===== config.mk =====
export PLATFORM = sky130hd
export DESIGN_NAME = alu_arbiter_flat
export DESIGN_NICKNAME = d
export VERILOG_FILES = /design/src/rtl/alu_arbiter_if.sv /design/src/rtl/alu_arbiter.sv /design/src/flat_wrapper.sv
export SDC_FILE = /design/constraint.sdc
export NUM_CORES = 1
export LEC_CHECK = 0
export CAP_MARGIN = 10
export CORE_ASPECT_RATIO = 1.1
export CORE_UTILIZATION = 44
export CTS_CLUSTER_DIAMETER = 40
export DETAILED_ROUTE_END_ITERATION = 7
export PLACE_DENSITY = 0.84
export SETUP_SLACK_MARGIN = 0.3
export SYNTH_ARGS = -nofsm -noshare
export SYNTH_HDL_FRONTEND = slang
export SYNTH_SLANG_ARGS = --single-unit

===== constraint.sdc =====
create_clock -name clk -period 4.8 [get_ports clk]
set_clock_uncertainty 0.15 [all_clocks]
set_input_delay 0.96 -clock clk [delete_from_list [all_inputs] [get_ports clk]]
set_output_delay 0.96 -clock clk [all_outputs]
set_load 0.01 [all_outputs]

===== src/rtl/alu_arbiter_if.sv =====
// alu_arbiter_if: request, response and shared-ALU signals of alu_arbiter
interface alu_arbiter_if;
   logic [1:0] req_valid, req_ready, req_ci, req_ir, req_il;
   logic [7:0] req_sel, req_a, req_b;
   logic [3:0] req_cnt;
   logic       rsp_valid, rsp_ready, rsp_id, rsp_co;
   logic [3:0] rsp_f;
   logic [3:0] alu_sel, alu_a, alu_b, alu_f;
   logic       alu_ci, alu_ir, alu_il, alu_co;
   modport master (
      output req_valid, req_sel, req_ci, req_ir, req_il, req_cnt, req_a, req_b, rsp_ready, alu_f, alu_co,
      input  req_ready, rsp_valid, rsp_id, rsp_f, rsp_co, alu_sel, alu_a, alu_b, alu_ci, alu_ir, alu_il
   );
   modport slave (
      input  req_valid, req_sel, req_ci, req_ir, req_il, req_cnt, req_a, req_b, rsp_ready, alu_f, alu_co,
      output req_ready, rsp_valid, rsp_id, rsp_f, rsp_co, alu_sel, alu_a, alu_b, alu_ci, alu_ir, alu_il
   );
endinterface


===== src/rtl/alu_arbiter.sv =====
// alu_arbiter: round-robin arbiter sharing one combinational 4-bit ALU between two requesters
module alu_arbiter #(
   parameter logic RR_INIT = 1'b1
) (
   input logic         clk,
   input logic         rst_n,
   alu_arbiter_if.slave bus
);
   typedef enum logic [1:0] {IDLE, EXEC, RESP} state_t;
   state_t     state_q, state_d;
   logic       last_q, last_d, ci_q, ci_d, ir_q, ir_d, il_q, il_d, id_q, id_d, co_q, co_d;
   logic [3:0] sel_q, sel_d, a_q, a_d, b_q, b_d, f_q, f_d;
   logic [1:0] cnt_q, cnt_d, grant;
   logic       gid, exec;
   // on contention the requester that was not served last wins
   assign grant = (bus.req_valid == 2'b11) ? (last_q ? 2'b01 : 2'b10) : bus.req_valid;
   assign gid = grant[1];
   assign exec = (state_q == EXEC);
   assign bus.req_ready = (rst_n && state_q == IDLE) ? grant : 2'b00;
   assign bus.alu_sel = exec ? sel_q : 4'd0;
   assign bus.alu_a = exec ? a_q : 4'd0;
   assign bus.alu_b = exec ? b_q : 4'd0;
   assign bus.alu_ci = exec & ci_q;
   assign bus.alu_ir = exec & ir_q;
   assign bus.alu_il = exec & il_q;
   assign bus.rsp_valid = (state_q == RESP);
   assign bus.rsp_id = id_q;
   assign bus.rsp_f = f_q;
   assign bus.rsp_co = co_q;
   always_comb begin
      state_d = state_q;
      last_d = last_q;
      sel_d = sel_q;
      ci_d = ci_q;
      ir_d = ir_q;
      il_d = il_q;
      a_d = a_q;
      b_d = b_q;
      cnt_d = cnt_q;
      id_d = id_q;
      f_d = f_q;
      co_d = co_q;
      case (state_q)
         IDLE: if (|grant) begin
            sel_d = gid ? bus.req_sel[7:4] : bus.req_sel[3:0];
            a_d = gid ? bus.req_a[7:4] : bus.req_a[3:0];
            b_d = gid ? bus.req_b[7:4] : bus.req_b[3:0];
            cnt_d = gid ? bus.req_cnt[3:2] : bus.req_cnt[1:0];
            ci_d = bus.req_ci[gid];
            ir_d = bus.req_ir[gid];
            il_d = bus.req_il[gid];
            id_d = gid;
            state_d = EXEC;
         end
         // shifts feed the ALU result back into the operand until the count is used up
         EXEC: if (sel_q[3] && cnt_q != 2'd0) begin
            a_d = bus.alu_f;
            cnt_d = cnt_q - 2'd1;
         end else begin
            f_d = bus.alu_f;
            co_d = bus.alu_co;
            state_d = RESP;
         end
         RESP: if (bus.rsp_ready) begin
            last_d = id_q;
            state_d = IDLE;
         end
         default: state_d = IDLE;
      endcase
   end
   always_ff @(posedge clk or negedge rst_n) begin
      if (!rst_n) begin
         state_q <= IDLE;
         last_q <= RR_INIT;
         sel_q <= '0;
         ci_q <= 1'b0;
         ir_q <= 1'b0;
         il_q <= 1'b0;
         a_q <= '0;
         b_q <= '0;
         cnt_q <= '0;
         id_q <= 1'b0;
         f_q <= '0;
         co_q <= 1'b0;
      end else begin
         state_q <= state_d;
         last_q <= last_d;
         sel_q <= sel_d;
         ci_q <= ci_d;
         ir_q <= ir_d;
         il_q <= il_d;
         a_q <= a_d;
         b_q <= b_d;
         cnt_q <= cnt_d;
         id_q <= id_d;
         f_q <= f_d;
         co_q <= co_d;
      end
   end
endmodule


===== src/flat_wrapper.sv =====
// flat-port wrapper written by rule: the top's interface ports become plain ports
module alu_arbiter_flat 
#(
   parameter logic RR_INIT = 1'b1
)
  (clk, rst_n, bus_req_valid, bus_req_sel, bus_req_ci, bus_req_ir, bus_req_il, bus_req_cnt, bus_req_a, bus_req_b, bus_rsp_ready, bus_alu_f, bus_alu_co, bus_req_ready, bus_rsp_valid, bus_rsp_id, bus_rsp_f, bus_rsp_co, bus_alu_sel, bus_alu_a, bus_alu_b, bus_alu_ci, bus_alu_ir, bus_alu_il);
  alu_arbiter_if bus_i ();
  input logic clk;
  input logic rst_n;
  input wire logic [$bits(bus_i.req_valid)-1:0] bus_req_valid;
  input wire logic [$bits(bus_i.req_sel)-1:0] bus_req_sel;
  input wire logic [$bits(bus_i.req_ci)-1:0] bus_req_ci;
  input wire logic [$bits(bus_i.req_ir)-1:0] bus_req_ir;
  input wire logic [$bits(bus_i.req_il)-1:0] bus_req_il;
  input wire logic [$bits(bus_i.req_cnt)-1:0] bus_req_cnt;
  input wire logic [$bits(bus_i.req_a)-1:0] bus_req_a;
  input wire logic [$bits(bus_i.req_b)-1:0] bus_req_b;
  input wire logic [$bits(bus_i.rsp_ready)-1:0] bus_rsp_ready;
  input wire logic [$bits(bus_i.alu_f)-1:0] bus_alu_f;
  input wire logic [$bits(bus_i.alu_co)-1:0] bus_alu_co;
  output wire logic [$bits(bus_i.req_ready)-1:0] bus_req_ready;
  output wire logic [$bits(bus_i.rsp_valid)-1:0] bus_rsp_valid;
  output wire logic [$bits(bus_i.rsp_id)-1:0] bus_rsp_id;
  output wire logic [$bits(bus_i.rsp_f)-1:0] bus_rsp_f;
  output wire logic [$bits(bus_i.rsp_co)-1:0] bus_rsp_co;
  output wire logic [$bits(bus_i.alu_sel)-1:0] bus_alu_sel;
  output wire logic [$bits(bus_i.alu_a)-1:0] bus_alu_a;
  output wire logic [$bits(bus_i.alu_b)-1:0] bus_alu_b;
  output wire logic [$bits(bus_i.alu_ci)-1:0] bus_alu_ci;
  output wire logic [$bits(bus_i.alu_ir)-1:0] bus_alu_ir;
  output wire logic [$bits(bus_i.alu_il)-1:0] bus_alu_il;
  assign bus_i.req_valid = bus_req_valid;
  assign bus_i.req_sel = bus_req_sel;
  assign bus_i.req_ci = bus_req_ci;
  assign bus_i.req_ir = bus_req_ir;
  assign bus_i.req_il = bus_req_il;
  assign bus_i.req_cnt = bus_req_cnt;
  assign bus_i.req_a = bus_req_a;
  assign bus_i.req_b = bus_req_b;
  assign bus_i.rsp_ready = bus_rsp_ready;
  assign bus_i.alu_f = bus_alu_f;
  assign bus_i.alu_co = bus_alu_co;
  assign bus_req_ready = bus_i.req_ready;
  assign bus_rsp_valid = bus_i.rsp_valid;
  assign bus_rsp_id = bus_i.rsp_id;
  assign bus_rsp_f = bus_i.rsp_f;
  assign bus_rsp_co = bus_i.rsp_co;
  assign bus_alu_sel = bus_i.alu_sel;
  assign bus_alu_a = bus_i.alu_a;
  assign bus_alu_b = bus_i.alu_b;
  assign bus_alu_ci = bus_i.alu_ci;
  assign bus_alu_ir = bus_i.alu_ir;
  assign bus_alu_il = bus_i.alu_il;
  alu_arbiter #(.RR_INIT(RR_INIT)) u_core (.clk(clk), .rst_n(rst_n), .bus(bus_i));
endmodule

==> reports/qor.tcl <==
set qor(clk_transition_reported_paths_ns) 0.14
set qor(placedCellCount) 232
set qor(totalWireLength_um) 3738
set qor(synth.top_cells.by_count) {25 x sky130_fd_sc_hd__dfrtp_1, 24 x sky130_fd_sc_hd__mux2_2, 15 x sky130_fd_sc_hd__and2_1}
set qor(critPathMaxStageDelay_ns) 0.55
set qor(first_global_vias) 1337
set qor(final.period_utilization_pct) 80.08
set qor(detail_route.first_pass.iterations) 6
set qor(nNetsFinal) 248
set qor(grt_usage_pct) 21.72
set qor(cts_hold_repair.buffers) 0
set qor(syn_avg_cell_area_um2) 10.75
set qor(tritoncts) {done}
set qor(post-cts-setup-buffer-count) 0
set qor(power_frac_seq_pct) 34.2
set qor(synth_top_family_by_area) {multiplexers}
set qor(yosysWarnings) 0
set qor(critical_path_peak_fanout) 19
set qor(hold_violations) 0
set qor(setup_tns_ns) 0
set qor(slew-limit-headroom_pct) 30.74
set qor(vias) 1275
set qor(antennaDiodeCount) 0
set qor(cts-resized-gates) 0
set qor(r2r_slack_ns) 2.42
set qor(power.net_switching_uw) 428.9
set qor(static_leakage_nw) 0.8939
set qor(fillCellCount) 242
set qor(initial_utilization_pct) 47.46
set qor(vdd.ir_drop.worst_mv) 0.3447
set qor(post_synth_inst_count) 138
set qor(cts_max_path_buffers) 2
set qor(worst_margin_slew_ns) 1.035
set qor(number_of_antenna_violations_at_the_first_check_in_global_routing) 0
set qor(finish.cell_count_without_fillers) 236
set qor(run_status) {finished, violations left}
set qor(powerDensity_mw_per_mm2) 545.9
set qor(boundaryPins) 68
set qor(synth_fp_nets) 183
set qor(yosys.cell_types.count) 30
set qor(worst_setup_path_end_kind) {output pin}
set qor(synth_async_sr_flop_share_pct) 100.0
set qor(detailed_router_s_first_iteration_violation_count) 62
set qor(area_share_of_and_or_nand_nor_cells_after_synthesis_pct) 16.36
set qor(fp.dieH_um) 62.91
set qor(number_of_flip_flops_and_latches_in_the_synthesized_netlist) 26
set qor(die-area_mm2) 0.003609
set qor(placement.io_buffers) 67
set qor(grt_pass1_wl_um) 6085
set qor(total_gr_overflow) 0
set qor(max_freq_ghz) 0.2601
set qor(post_synth_fa_ha_maj_area_fraction_pct) 0.8432
set qor(clock_share_of_power_pct) 9.3
set qor(power_frac_comb_pct) 56.4
set qor(synth_enable_flop_cells) 0
set qor(violations) {DRC}
set qor(num_rows) 21
set qor(synth_area_leaders) {sky130_fd_sc_hd__dfrtp_1 42%, sky130_fd_sc_hd__mux2_2 18%, sky130_fd_sc_hd__and2_1 6.3%}
set qor(synth_top_flop_cell) {sky130_fd_sc_hd__dfrtp_1}
set qor(worstSetupPathType) {in2out}
set qor(crit_chain) {clkdlybuf4s50_1, a21bo_1, nor2_1, clkdlybuf4s50_1}
set qor(critical-path-top-cell-by-count) {sky130_fd_sc_hd__clkdlybuf4s50_1}
set qor(tritoncts_num_sinks) 26
set qor(post_synth_mux_area_share_pct) 21.59
set qor(drive_above_1_share_pct) 19.31
set qor(clock_tree.htree_level_count) 1
set qor(place_hpwl_um) 2827
set qor(routed_wire_length_per_instance_um) 15.84
set qor(max-cap-violations) 0
set qor(drc_errors) 10
set qor(ys_seq_area_share_pct) 43.93
set qor(post-synth-top-area-fraction_pct) 42.16
set qor(synthesized_area_mm2) 0.001484
set qor(routed_via_density) 5.403
set qor(worstPathArrival_ns) 2.73
set qor(start_kind) {input port}
set qor(p_int_uw) 767.1
set qor(cts_inserted_buffers) 3
set qor(syn_to_final_growth_pct) 47.64
set qor(clock-root-buffer) {sky130_fd_sc_hd__clkbuf_4}
set qor(fin_crit_ns) 3.844
set qor(clock_latency_ns) 0.32
set qor(critical_path.slowest_cell) {sky130_fd_sc_hd__clkdlybuf4s50_1}
set qor(pin_count_of_the_biggest_net_entering_global_routing) 27
set qor(yosys.area.top_type) {sky130_fd_sc_hd__dfrtp_1}
set qor(rsz_0062_raised_after_global_routing) {no}
set qor(complex_gate_fraction_of_the_synthesized_area_pct) 11.13
set qor(crit_buf_inv) 2
set qor(cp_top_family) {buffers and inverters}
set qor(detail-route-antenna-nets) 0
set qor(final_core_utilization_pct) 70.07
set qor(yosysMostFrequentCell) {sky130_fd_sc_hd__dfrtp_1}
set qor(post_synth_xor_area_fraction_pct) 0
set qor(setup_violators_final) 0
set qor(worstHoldPathType) {reg2reg}
set qor(timing_max_transition_violations_final) 0
set qor(power.switching_fraction_pct) 35.86
set qor(cp.required_ns) 3.69
set qor(floorplan.core_area_mm2) 0.003127
set qor(die-width_um) 57.37
set qor(finalWeightedCongestion) 0.7515
[layout make-up]
class                      count  area [um^2]  share of cell area [%]
multi-input combinational     94        740.7                   33.81
clock buffer                   4        36.28                   1.656
timing repair buffer          69        685.7                   31.30
tap                           34        42.54                   1.942
sequential                    26        651.9                   29.75
inverter                       9        33.78                   1.542
[final timing paths]
kind,startpoint,endpoint,cells after the start
min in group asynchronous,rst_n,u_core.a_q[2],2
max in group asynchronous,rst_n,u_core.last_q,2
worst max register to register,u_core.state_q[0],u_core.b_q[0],3
worst max-delay path,bus_req_valid[1],bus_req_ready[1],4
worst min register to register,u_core.sel_q[1],u_core.sel_q[1],1
worst min-delay path,u_core.sel_q[1],u_core.sel_q[1],1
[cells by family (layout without fill, tap and decap cells)]
kind of cell,Yosys count,after routing
buffers and inverters,18,82
adders and majority gates,1,1
AOI/OAI and AO/OA,23,23
and+or+nand+nor,42,42
DFF,26,26
muxes,28,28
[state kept, by name, indices dropped and copies added, names as in the netlist]
signal             cells
u_core.a_q             4
u_core.b_q             4
u_core.bus.rsp_co      1
u_core.bus.rsp_f       4
u_core.bus.rsp_id      1
u_core.ci_q            1
u_core.cnt_q           2
u_core.il_q            1
u_core.ir_q            1
u_core.last_q          1
u_core.sel_q           4
u_core.state_q         2
[per-stage QoR]
step           cell area, um^2  worst slack (ns)  total power [mW]  hold WS, ns
6_report                  2191            0.9560             1.196       0.3646
5_1_grt                   2191            0.8355             1.279       0.3861
2_1_floorplan             1484             2.117            0.8104       0.3220
4_1_cts                   2191            0.9533             1.201       0.3683
3_3_place_gp              2155             1.005             1.053       0.3305
3_5_place_dp              2155            0.9644             1.087       0.3370
[power by group through the flow]
stage	registers (mW)	logic (mW)	clock network, mW
6_report	0.409	0.675	0.112
5_1_grt	0.424	0.732	0.123
4_1_cts	0.408	0.679	0.113
3_5_place_dp	0.413	0.674	0
3_3_place_gp	0.401	0.651	0
2_1_floorplan	0.392	0.418	0
[per-layer routing]
layer  GRT usage, %  vias to the layer above  wire (um)
met1          27.64                      589       1632
met3          3.313                        4        309
met5              0                        -          0
met2          38.52                       68       1768
met4          4.268                        0         27
li1               -                      614          -
[layout by cell type (no fill, tap or decap), types with 3 or more instances in the layout]
cell type                         instances
sky130_fd_sc_hd__and2_1                  15
sky130_fd_sc_hd__clkbuf_4                 3
sky130_fd_sc_hd__clkdlybuf4s50_1         67
sky130_fd_sc_hd__dfrtp_1                 25
sky130_fd_sc_hd__inv_1                    9
sky130_fd_sc_hd__mux2_2                  24
sky130_fd_sc_hd__nor2_1                   5
sky130_fd_sc_hd__nor3_1                  12
sky130_fd_sc_hd__o211ai_1                 4
sky130_fd_sc_hd__o21ai_0                  5
sky130_fd_sc_hd__o32ai_1                  6
sky130_fd_sc_hd__or3b_2                   4
No activity file was read; power rests on OpenSTA's default activity.
